$ cat src/rtl/instruction_fetch_unit_pkg.sv
// Shared widths, encodings and helpers for the RV32I instruction fetch unit.
package instruction_fetch_unit_pkg;

  localparam int unsigned INSTRUCTION_SIZE = 32;
  localparam int unsigned XLEN             = 32;

  localparam logic [INSTRUCTION_SIZE-1:0] NOP_INSTR = 32'h0000_0013;
  localparam logic [XLEN-1:0]             PC_STEP   = 32'd4;

  // Instruction fetches are word aligned; the low two bits of a target are dropped.
  function automatic logic [XLEN-1:0] align_pc(input logic [XLEN-1:0] target);
    return {target[XLEN-1:2], 2'b00};
  endfunction

endpackage

$ cat src/rtl/instruction_fetch_unit_pc.sv
// PC register: async reset, load enable, and the redirect / sequential next-PC mux.
module pc_register
  import instruction_fetch_unit_pkg::*;
#(
  parameter logic [XLEN-1:0] RESET_PC = 32'h0000_0000
) (
  input  logic            clk,
  input  logic            reset,
  input  logic            load_en,
  input  logic            redirect_valid,
  input  logic [XLEN-1:0] redirect_pc,
  output logic [XLEN-1:0] pc
);

  logic [XLEN-1:0] pc_d;
  logic [XLEN-1:0] pc_q;

  always_comb begin
    pc_d = pc_q;
    if (load_en) begin
      if (redirect_valid) begin
        pc_d = redirect_pc;
      end else begin
        pc_d = pc_q + PC_STEP;
      end
    end
  end

  always_ff @(posedge clk or posedge reset) begin
    if (reset) begin
      pc_q <= RESET_PC;
    end else begin
      pc_q <= pc_d;
    end
  end

  assign pc = pc_q;

endmodule

$ cat src/rtl/instruction_fetch_unit.sv
// Instruction fetch stage: drives the PC to the combinational instruction memory
// and captures the returned word into the IF/ID register, with stall and redirect.
module instruction_fetch_unit
  import instruction_fetch_unit_pkg::*;
#(
  parameter logic [XLEN-1:0]             RESET_PC  = 32'h0000_0000,
  parameter logic [INSTRUCTION_SIZE-1:0] NOP_INSTR = instruction_fetch_unit_pkg::NOP_INSTR
) (
  input  logic                        clk,
  input  logic                        reset,
  output logic [INSTRUCTION_SIZE-1:0] InstructionAddress,
  input  logic [INSTRUCTION_SIZE-1:0] ReadInstruction,
  input  logic                        stall,
  input  logic                        redirect_valid,
  input  logic [XLEN-1:0]             redirect_target,
  output logic [INSTRUCTION_SIZE-1:0] ifid_instruction,
  output logic [XLEN-1:0]             ifid_pc,
  output logic [XLEN-1:0]             ifid_pc_plus4,
  output logic                        ifid_valid,
  output logic                        fetch_misaligned,
  output logic [31:0]                 fetch_count
);

  logic [XLEN-1:0] pc;
  logic            advance;

  logic [INSTRUCTION_SIZE-1:0] ifid_instruction_d, ifid_instruction_q;
  logic [XLEN-1:0]             ifid_pc_d, ifid_pc_q;
  logic [XLEN-1:0]             ifid_pc_plus4_d, ifid_pc_plus4_q;
  logic                        ifid_valid_d, ifid_valid_q;
  logic                        fetch_misaligned_d, fetch_misaligned_q;
  logic [31:0]                 fetch_count_d, fetch_count_q;

  // A redirect always wins over a stall, so it alone is enough to load the PC.
  assign advance = redirect_valid | ~stall;

  pc_register #(
    .RESET_PC (RESET_PC)
  ) u_pc_register (
    .clk            (clk),
    .reset          (reset),
    .load_en        (advance),
    .redirect_valid (redirect_valid),
    .redirect_pc    (align_pc(redirect_target)),
    .pc             (pc)
  );

  assign InstructionAddress = pc;

  always_comb begin
    ifid_instruction_d = ifid_instruction_q;
    ifid_pc_d          = ifid_pc_q;
    ifid_pc_plus4_d    = ifid_pc_plus4_q;
    ifid_valid_d       = ifid_valid_q;
    fetch_misaligned_d = 1'b0;
    fetch_count_d      = fetch_count_q;

    if (redirect_valid) begin
      ifid_instruction_d = NOP_INSTR;
      ifid_pc_d          = '0;
      ifid_pc_plus4_d    = '0;
      ifid_valid_d       = 1'b0;
      fetch_misaligned_d = |redirect_target[1:0];
    end else if (!stall) begin
      ifid_instruction_d = ReadInstruction;
      ifid_pc_d          = pc;
      ifid_pc_plus4_d    = pc + PC_STEP;
      ifid_valid_d       = 1'b1;
      fetch_count_d      = fetch_count_q + 32'd1;
    end
  end

  always_ff @(posedge clk or posedge reset) begin
    if (reset) begin
      ifid_instruction_q <= NOP_INSTR;
      ifid_pc_q          <= '0;
      ifid_pc_plus4_q    <= '0;
      ifid_valid_q       <= 1'b0;
      fetch_misaligned_q <= 1'b0;
      fetch_count_q      <= '0;
    end else begin
      ifid_instruction_q <= ifid_instruction_d;
      ifid_pc_q          <= ifid_pc_d;
      ifid_pc_plus4_q    <= ifid_pc_plus4_d;
      ifid_valid_q       <= ifid_valid_d;
      fetch_misaligned_q <= fetch_misaligned_d;
      fetch_count_q      <= fetch_count_d;
    end
  end

  assign ifid_instruction = ifid_instruction_q;
  assign ifid_pc          = ifid_pc_q;
  assign ifid_pc_plus4    = ifid_pc_plus4_q;
  assign ifid_valid       = ifid_valid_q;
  assign fetch_misaligned = fetch_misaligned_q;
  assign fetch_count      = fetch_count_q;

endmodule

$ cat config.mk
export PLATFORM = sky130hd
export DESIGN_NAME = instruction_fetch_unit
export DESIGN_NICKNAME = d
export VERILOG_FILES = /design/src/rtl/instruction_fetch_unit_pkg.sv /design/src/rtl/instruction_fetch_unit_pc.sv /design/src/rtl/instruction_fetch_unit.sv
export SDC_FILE = /design/constraint.sdc
export NUM_CORES = 1
export LEC_CHECK = 0
export ABC_AREA = 1
export BUFFER_PORTS_ARGS = -buffer_cell sky130_fd_sc_hd__buf_2
export CORE_UTILIZATION = 47
export CTS_BUF_LIST = sky130_fd_sc_hd__clkbuf_8
export CTS_CLUSTER_DIAMETER = 40
export DETAILED_ROUTE_END_ITERATION = 10
export PLACE_DENSITY_LB_ADDON = 0.05
export RECOVER_POWER = 25
export SKIP_CTS_REPAIR_TIMING = 1
export SYNTH_ARGS = -nofsm -noshare
export SYNTH_HDL_FRONTEND = slang
export SYNTH_HIERARCHICAL = 1
export SYNTH_SLANG_ARGS = --single-unit
$ cat constraint.sdc
create_clock -name clk -period 8.05 [get_ports clk]
set_input_delay 0.805 -clock clk [delete_from_list [all_inputs] [get_ports clk]]
set_output_delay 0.805 -clock clk [all_outputs]
set_load 0.005 [all_outputs]
==> parameters.txt, run 1 <==
Parameter                              Value

Run status
  Result of the run ... complete, but fails checks
  Failing checks ... max-capacitance violations, max-slew violations

Place
  Count of buffers from port buffering ... 229
  Setup WS pre-CTS ... 4.95 ns
  Placer Congestion ... 0.874
  Post-DP HPWL ... 16,600 um

Route
  DR iter-0 viols ... 469
  Number of DRC violations after detailed routing ... 0
  Routed via count divided by cell count ... 5.12
  Wirelength, routed ... 23,200 um
  Total number of vias ... 7,712
  Wire per inst ... 15.4 um
  First-pass iteration count of the detailed router ... 5
  Antenna viol nets, final ... 0

Clocking
  TritonCTS clock tree ... yes
  Clock latency on the worst-skew pair ... 0.46 ns
  Worst-case clock buffer depth ... 2
  CTS root buffer ... clkbuf_8
  Clk pin slew, worst setup/hold paths ... 0.08 ns
  H-tree depth reported by CTS ... 4
  TritonCTS buffer count ... 17
  Clock tree sinks ... 160

Synth
  Fraction of registers with async set or reset after synthesis ... 100%
  Adder-cell area share of the yosys netlist ... 0.452%
  Number of distinct library cell variants in the gate-level netlist after synthesis ... 38
  Combinational family with the most area after synthesis ... simple AND/OR/NAND/NOR gates
  Number of synthesized register bits ... 160
  Area share of xor/xnor cells in the synthesized design ... 3.06%
  Multiplexer share of the synthesized area ... 0%
  EDFF count, synth ... 0
  Synthesized area divided by synthesized cell count ... 7.94 sq um
  Synthesized-area fraction occupied by and/or/nand/nor cells ... 32.8%
  Cell count after synthesis ... 1,047
  Prevailing post-synth register cell ... dfrtp_1
  Compound-gate portion of the synthesized area ... 8.55%
  Warnings from Yosys ... 6
  Synthesized cell area ... 8310 sq um
  Part of the Yosys area used for sequential elements ... 48.2%

STA
  Final min period ... 3.69 ns
  Min setup slack post-route ... 4.36 ns
  Worst Clk Skew ... 0.0118 ns
  Count of endpoints failing setup in the final report ... 0
  Final count of pins violating max slew ... 145
  Hold Violations, Final ... 0
  Final-layout setup total negative slack ... 0 ns
  Worst Hold Slack ... 0.472 ns
  Worst Max-Slew Pin Slew ... 2.62 ns
  RSZ-0062 raised after global routing ... false
  Peak Freq ... 271 MHz
  Post-route clock period utilization ... 45.8%
  Relative slew slack ... -74.8%

Setup path
  Reg2reg start ... u_pc_register/pc[3]
  Kind of launch point of the worst setup path ... input pin
  Sort of element at the end of the critical path ... flip-flop
  Data required time of the worst path ... 8.36 ns
  Startpoint of the worst setup timing path ... redirect_valid
  R2r setup slk ... 6.10 ns
  CP Cell Sequence ... clkbuf_1 > inv_1 > nand2_2 > clkbuf_1 > nor2_1 > xor2_1
  Largest stage delay on the critical path ... 1.86 ns
  Critical Path Slowest Stage Cell ... clkbuf_1
  Worst Path Arrival ... 4.00 ns
  Startpoint-to-endpoint class of the critical path ... input pin to flip-flop
  Most numerous cell on the critical path ... clkbuf_1
  Critical-path maximum fanout ... 60

Job
  Number of violations of the max-capacitance limit ... 3

Power and ir drop
  Power per Cell Area ... 191 nW/um^2
  Leakage component of the power ... 5.27 nW
  Peak VDD IR ... 153 uV
  PnR Total Power ... 0.00190 W

Die
  Core Rows ... 48
  Overall die area ... 18,200 sq um
  Core area ... 17,300 sq um
  Initial cell density of the core ... 48.0%
  Die Height ... 135 um
  Die width ... 135 um
  I/O pin count ... 230

Global routing
  Global-route wire length before repair ... 37,100 um
  Overall fraction of global-route tracks in use ... 26.2%
  Number of antenna violations at the first check in global routing ... 0
  Final global-route overflow total ... 0
  Maximum number of pins on one net before global-route repair ... 92
  Vias in the first global route ... 7,265

Cells and area
  Layout overhead on the synthesized area ... 20.0%
  Leading cell type in the layout, fill and taps excluded ... nand2_1
  Leading cell types in the layout, fill and taps excluded ... nand2_1 (303), buf_2 (225), dfrtp_1 (157)
  Net count, final ... 1,338
  Final design utilization ... 57.6%
  Number of inserted diodes ... 0
  Share of final-layout standard cells stronger than drive strength 1 ... 24.2%

Min path
  Hold path startpoint ... ifid_pc[16]
  Worst hold path class ... flip-flop to flip-flop
-- stage by stage --
step                std cells  cell area [sq um]
global placement         1473               9610
detailed placement       1473               9610
global route             1505               9970
floorplan                1048               8310
CTS                      1505              10000
finish                   1505               9970
-- final timing paths --
check                      depth (start not counted)                end
max                                                6     fetch_count[9]
min                                                2        ifid_pc[16]
max reg2reg                                        8  ifid_pc_plus4[20]
min reg2reg                                        2        ifid_pc[16]
max in group asynchronous                          3        ifid_pc[23]
min in group asynchronous                          2         ifid_pc[0]
-- layout make-up --
cell class	count	area, sq um
Fill cell	1717	7330
Sequential cell	160	4010
Multi-Input combinational cell	753	3720
Timing Repair Buffer	235	1170
Inverter	100	377
Tap cell	225	282
Clock buffer	18	248
Clock inverter	14	155
-- sequential cells by signal, summed over array words and instances (netlist names) --
name,count
fetch_count,32
ifid_instruction,32
ifid_pc,32
u_pc_register/pc,32
ifid_pc_plus4,30
fetch_misaligned,1
ifid_valid,1
-- metal layers --
| layer | vias to the layer above | track usage [%] | part of all wire (%) |
|---|---|---|---|
| li1 | 3816 | - | - |
| met1 | 3641 | 35.0 | 45 |
| met2 | 231 | 43.6 | 48 |
| met3 | 24 | 5.11 | 5.6 |
| met4 | 0 | 6.80 | 1.5 |
| met5 | - | 0 | 0 |
-- power breakdown --
group | internal (W) | switching, W | leakage, nW
Clock | 0.000289 | 0.000321 | 0.200
Combinational | 0.000130 | 0.000182 | 3.01
Sequential | 0.000874 | 0.000104 | 2.06
-- worst max-delay path: cells and delay by family --
kind / cells / cell delay, ns
xor+xnor: 1 / 0.27
buf+inv: 3 / 2.45
simple gates: 2 / 0.45
-- logic make-up (layout without fill, tap and decap cells) --
kind of cell | after synthesis | in the layout
fa+ha+maj | 3 | 3
xor+xnor | 29 | 29
other cells | 1 | 2
flops | 160 | 160
compound gates | 106 | 106
simple gates | 613 | 613
buf+inv | 135 | 367
-- synthesized netlist by cell type (2+ instances only) --
library cell	count	area [sq um]
a21oi_1	7	35.0
a22o_1	34	298
and2_1	2	12.5
buf_2	20	100
buf_4	7	52.6
clkbuf_1	6	22.5
dfrtp_1	157	3930
dfstp_2	3	78.8
ha_1	3	37.5
inv_1	97	364
inv_2	3	11.3
nand2_1	300	1130
nand2_2	14	87.6
nand2_4	3	33.8
nand3_1	108	541
nand3_2	3	30.0
nand4_1	15	93.8
nor2_1	131	492
nor2_2	13	81.3
nor2_4	12	135
nor2_8	2	40.0
nor3_1	9	45.0
o211ai_1	9	67.6
o21ai_0	41	205
o21ai_1	4	20.0
o21bai_1	2	15.0
o22a_1	3	26.3
o22ai_1	2	12.5
xnor2_1	8	70.1
xor2_1	21	184
(Power assumes the default switching activity.)
==> run 2, diff against run 1 <==
==> constraint.sdc (replaced) <==
create_clock -name clk -period 3.8 [get_ports clk]
set_input_delay 0.38 -clock clk [delete_from_list [all_inputs] [get_ports clk]]
set_output_delay 0.38 -clock clk [all_outputs]
set_load 0.005 [all_outputs]
==> run 2 against run 1 <==
The run still ends with max-capacitance violations, max-slew violations left. Sequential cell count stayed put. Global-route usage is 0.59 points lower. Count of clock-buffer cells in the layout unchanged. Register-to-register slack lost 4.3 ns. Non-clock buffer count stayed put. Sequential power grew 110%. First-iteration DRC count shrank 0.64%. Routed wire length decreased by 1.5%. Critical path type unchanged.
==> parameters.txt, run 2 (synthesis results as in run 1) <==
Parameter                              Value

Run status
  Result of the run ... complete, but fails checks
  Failing checks ... max-capacitance violations, max-slew violations

Power and ir drop
  Clock power frac ... 32.0%
  Power per Cell Area ... 402 nW/um^2
  Portion of total power attributed to combinational logic ... 16.5%
  Sequential Power Share ... 51.5%
  Cell-internal power ... 0.00274 W
  Switching component of the power ... 0.00128 W
  Peak VDD IR ... 432 uV
  Leakage component of the power ... 5.30 nW
  Switching share of total power ... 31.8%

Clocking
  Worst-case clock buffer depth ... 2
  CTS root buffer ... clkbuf_8
  TritonCTS clock tree ... yes
  TritonCTS buffer count ... 17
  Clk pin slew, worst setup/hold paths ... 0.08 ns
  H-tree depth reported by CTS ... 4
  Clock latency on the worst-skew pair ... 0.45 ns
  Clock tree sinks ... 160

Cells and area
  Leading cell type in the layout, fill and taps excluded ... nand2_1
  Leading cell types in the layout, fill and taps excluded ... nand2_1 (300), buf_2 (227), dfrtp_1 (157)
  Layout overhead on the synthesized area ... 20.5%
  Number of inserted diodes ... 0
  Final design utilization ... 57.9%
  Share of final-layout standard cells stronger than drive strength 1 ... 25.0%
  # fillers ... 1,687
  Net count, final ... 1,338

Route
  First-pass iteration count of the detailed router ... 7
  Routed via count divided by cell count ... 5.05
  DR iter-0 viols ... 466
  Total number of vias ... 7,593
  Wire per inst ... 15.2 um
  Antenna viol nets, final ... 0
  Wirelength, routed ... 22,800 um
  Number of DRC violations after detailed routing ... 0

Setup path
  Critical Path Slowest Stage Cell ... inv_1
  CP Cell Sequence ... clkbuf_1 > nor2_4 > inv_1 > nand2_2 > inv_1 > nand2_1 > o21ai_0 > o21bai_1
  Most numerous cell on the critical path ... inv_1
  Largest stage delay on the critical path ... 0.56 ns
  Kind of launch point of the worst setup path ... input pin
  Sort of element at the end of the critical path ... flip-flop
  Worst Path Buf+Inv ... 3
  Startpoint of the worst setup timing path ... redirect_valid
  Startpoint-to-endpoint class of the critical path ... input pin to flip-flop
  Cell count along the critical path ... 8
  Category of cells accounting for the largest share of critical-path delay ... buffers and inverters
  Reg2reg start ... u_pc_register/pc[3]
  Worst reg2reg path endpoint ... ifid_pc_plus4[24]
  Number of cells on the worst reg-to-reg path ... 8
  Worst Setup EP ... u_pc_register/pc[15]
  Worst Path Arrival ... 2.70 ns
  Critical-path maximum fanout ... 21
  R2r setup slk ... 1.81 ns
  Data required time of the worst path ... 4.18 ns

Global routing
  Vias in the first global route ... 7,002
  Number of antenna violations at the first check in global routing ... 0
  Overall fraction of global-route tracks in use ... 25.6%
  Global-route wire length before repair ... 36,200 um
  Maximum number of pins on one net before global-route repair ... 92
  Final global-route overflow total ... 0

STA
  Peak Freq ... 430 MHz
  Final min period ... 2.32 ns
  RSZ-0062 raised after global routing ... false
  Worst Clk Skew ... 0.0139 ns
  Min setup slack post-route ... 1.48 ns
  Final-layout setup total negative slack ... 0 ns
  Worst Max-Slew Pin Slew ... 2.85 ns
  Hold Violations, Final ... 0
  Count of endpoints failing setup in the final report ... 0
  Final count of pins violating max slew ... 99
  Worst Hold Slack ... 0.126 ns
  Post-route clock period utilization ... 61.2%
  Relative slew slack ... -91.3%

Place
  Setup WS pre-CTS ... 1.28 ns
  Count of buffers from port buffering ... 229
  Post-DP HPWL ... 16,600 um
  Placer Congestion ... 0.906

Die
  Initial cell density of the core ... 48.0%
  Die Height ... 135 um
  Core area ... 17,300 sq um
  I/O pin count ... 230
  Overall die area ... 18,200 sq um
  Die width ... 135 um
  Core Rows ... 48

Min path
  Worst hold path class ... input pin to flip-flop

Job
  Number of violations of the max-capacitance limit ... 2
==> run 2: worst min path at each step <==
stage               cells after the start  slack, ns              endpoint                 from
global placement                        2       0.45            ifid_pc[2]           ifid_pc[2]
CTS                                     3       0.03   u_pc_register/pc[9]                reset
global route                            3       0.13  u_pc_register/pc[28]  redirect_target[28]
finish                                  3       0.13  u_pc_register/pc[10]  redirect_target[10]
floorplan                               1       0.45            ifid_valid       redirect_valid
detailed placement                      2       0.45            ifid_pc[2]           ifid_pc[2]
==> run 2: final cells by class <==
| class | count | area, sq um | area share (%) |
|---|---|---|---|
| clock buffers | 18 | 248 | 2.47 |
| clock inverters | 14 | 153 | 1.52 |
| inverters | 100 | 377 | 3.76 |
| multi-input cells | 753 | 3750 | 37.4 |
| flip-flops and latches | 160 | 4010 | 40.0 |
| well taps | 225 | 282 | 2.81 |
| repair buffers | 235 | 1200 | 12.0 |
==> run 2: power by group through the flow <==
stage          clock [W]  sequential [W]  combinational [W]
2_1_floorplan          0         0.00205           0.000374
3_3_place_gp           0         0.00210           0.000661
3_5_place_dp           0         0.00210           0.000669
4_1_cts          0.00132         0.00207           0.000671
5_1_grt          0.00137         0.00210           0.000751
6_report         0.00129         0.00207           0.000662
==> run 2: per-stage QoR <==
stage | std cells | power [W] | cell area, sq um
6_report | 1505 | 0.00402 | 10000
5_1_grt | 1505 | 0.00422 | 10000
4_1_cts | 1505 | 0.00406 | 10000
3_5_place_dp | 1473 | 0.00277 | 9620
3_3_place_gp | 1473 | 0.00276 | 9620
2_1_floorplan | 1048 | 0.00243 | 8310
==> run 2: per-layer routing <==
layer / vias up / part of all wire (%) / global-route usage [%]
met5: - / 0 / 0
met4: 0 / 1.4 / 7.12
met3: 25 / 5.6 / 4.17
met2: 235 / 48 / 41.9
met1: 3523 / 45 / 35.1
li1: 3810 / - / -
==> run 2: worst min-delay path, delay by kind of cell <==
kind	cells	cell delay (ns)
buffers and inverters	1	0.07
AND/OR/NAND/NOR	2	0.09
==> run 3, diff against run 2 <==
==> constraint.sdc (replaced) <==
create_clock -name clk -period 1.99 [get_ports clk]
set_input_delay 0.199 -clock clk [delete_from_list [all_inputs] [get_ports clk]]
set_output_delay 0.199 -clock clk [all_outputs]
set_load 0.005 [all_outputs]
==> run 3 against run 2 <==
The flow still finishes with violations (max-capacitance violations, max-slew violations). Clock skew about the same. Design area is 5.7% higher. Count of clock-buffer cells in the layout down 1.
==> parameters.txt, run 3 (synthesis results as in run 1) <==
Parameter                              Value

Run status
  Result of the run ... complete, but fails checks
  Failing checks ... max-capacitance violations, max-slew violations

Setup path
  Sort of element at the end of the critical path ... flip-flop
  R2r setup slk ... 0.21 ns
  Worst reg2reg path endpoint ... ifid_pc_plus4[30]
  Number of cells on the worst reg-to-reg path ... 8
  Worst Path Arrival ... 2.21 ns
  Critical-path maximum fanout ... 91
  Kind of launch point of the worst setup path ... input pin
  Largest stage delay on the critical path ... 1.25 ns
  CP Cell Sequence ... clkbuf_1 > inv_1 > nor2_4 > buf_2 > nand2_1 > nand3_1
  Critical Path Slowest Stage Cell ... buf_2
  Data required time of the worst path ... 2.38 ns
  Reg2reg start ... u_pc_register/pc[2]
  Startpoint-to-endpoint class of the critical path ... input pin to flip-flop

Route
  Routed via count divided by cell count ... 5.03
  Wire per inst ... 15.3 um
  DR iter-0 viols ... 392
  Wirelength, routed ... 23,900 um
  Total number of vias ... 7,872
  Antenna viol nets, final ... 0
  First-pass iteration count of the detailed router ... 5
  Number of DRC violations after detailed routing ... 0

Min path
  Hold Path Stages ... 3
  Hold path startpoint ... redirect_target[14]
  Endpoint of the worst hold path ... u_pc_register/pc[14]
  Worst hold path class ... input pin to flip-flop

Cells and area
  Number of inserted diodes ... 0
  Net count, final ... 1,397
  Leading cell types in the layout, fill and taps excluded ... nand2_1 (301), buf_2 (228), dfrtp_1 (157)
  Share of final-layout standard cells stronger than drive strength 1 ... 24.6%
  Finished Layout Cells ... 1,564
  Layout overhead on the synthesized area ... 27.3%
  Leading cell type in the layout, fill and taps excluded ... nand2_1

Place
  Placer Congestion ... 0.893
  Count of buffers from port buffering ... 229
  Dpl cells ... 1,485
  Post-DP HPWL ... 17,100 um

Power and ir drop
  Power per Cell Area ... 743 nW/um^2
  Leakage component of the power ... 5.55 nW
  PnR Total Power ... 0.00786 W
  Peak VDD IR ... 584 uV

STA
  Relative slew slack ... -12.9%
  Post-route clock period utilization ... 91.5%
  RSZ-0062 raised after global routing ... false
  Final count of pins violating max slew ... 92
  Worst Max-Slew Pin Slew ... 1.69 ns
  Hold Violations, Final ... 0
  Final min period ... 1.82 ns
  Peak Freq ... 549 MHz
  Worst Clk Skew ... 0.0141 ns
  Count of endpoints failing setup in the final report ... 0
  Final-layout setup total negative slack ... 0 ns

Die
  I/O pin count ... 230
  Core Rows ... 48
  Die Height ... 135 um
  Overall die area ... 18,200 sq um
  Core area ... 17,300 sq um
  Die width ... 135 um
  Initial cell density of the core ... 48.0%

Global routing
  Maximum number of pins on one net before global-route repair ... 99
  Global-route wire length before repair ... 37,300 um
  Overall fraction of global-route tracks in use ... 26.5%
  Vias in the first global route ... 7,158
  Final global-route overflow total ... 0
  Number of antenna violations at the first check in global routing ... 0

Clocking
  Clk pin slew, worst setup/hold paths ... 0.10 ns
  H-tree depth reported by CTS ... 4
  CTS root buffer ... clkbuf_8
  Worst-case clock buffer depth ... 2
  Clock tree sinks ... 160
  TritonCTS clock tree ... yes
  Clock latency on the worst-skew pair ... 0.46 ns
  TritonCTS buffer count ... 17

Job
  Number of violations of the max-capacitance limit ... 1
-- run 3: cell count changes in the layout (fill, tap and decap cells not counted), sizes merged --
cell,change
dlygate4sd3,+47
buf,+9
clkinv,-3
clkbuf,+2
clkinvlp,+2
inv,+2
-- run 3: stage by stage --
step / hold slack [ns] / setup slack, ns / utilization [%] / area, sq um
after floorplan: 0.265 / 0.212 / - / 8320
after global placement: 0.104 / 0.302 / 56.4 / 9750
after detailed placement: 0.112 / 0.255 / 56.4 / 9750
after CTS: -0.405 / 0.220 / 58.7 / 10200
after global routing: 0.0145 / 0.0165 / 61.2 / 10600
final: 0.00238 / 0.169 / 61.2 / 10600
-- run 3: layout make-up --
type                       instances  area [sq um]
multi-input combinational        753          3740
tap                              225           282
timing repair buffer             294          1760
sequential                       160          4010
clock inverter                    15           175
inverter                         100           377
clock buffer                      17           234
fill                            1603          6720
-- run 3: how the worst max path moves through the flow --
stage                             start                end  slack, ns
global placement    u_pc_register/pc[2]  ifid_pc_plus4[24]       0.30
floorplan                         reset     fetch_count[0]       0.21
CTS                 u_pc_register/pc[2]  ifid_pc_plus4[30]       0.22
finish                            stall  ifid_pc_plus4[10]       0.17
detailed placement  u_pc_register/pc[2]  ifid_pc_plus4[20]       0.26
global route        u_pc_register/pc[2]  ifid_pc_plus4[20]       0.02
-- run 3: critical path, delay by kind of cell --
| kind | cells | cell delay, ns |
|---|---|---|
| buffers and inverters | 3 | 1.55 |
| and+or+nand+nor | 3 | 0.44 |
-- run 3: power breakdown --
| part | total, W | internal (W) | switching, W |
|---|---|---|---|
| combinational | 0.00140 | 0.000609 | 0.000789 |
| sequential | 0.00393 | 0.00353 | 0.000393 |
| clock | 0.00253 | 0.00116 | 0.00137 |
-- run 3: routing by layer --
layer / share of wire, % / up-vias / GRT usage, %
li1: - / 3930 / -
met1: 45 / 3698 / 35.5
met2: 49 / 219 / 44.2
met3: 4.8 / 25 / 4.80
met4: 1.5 / 0 / 7.24
met5: 0 / - / 0
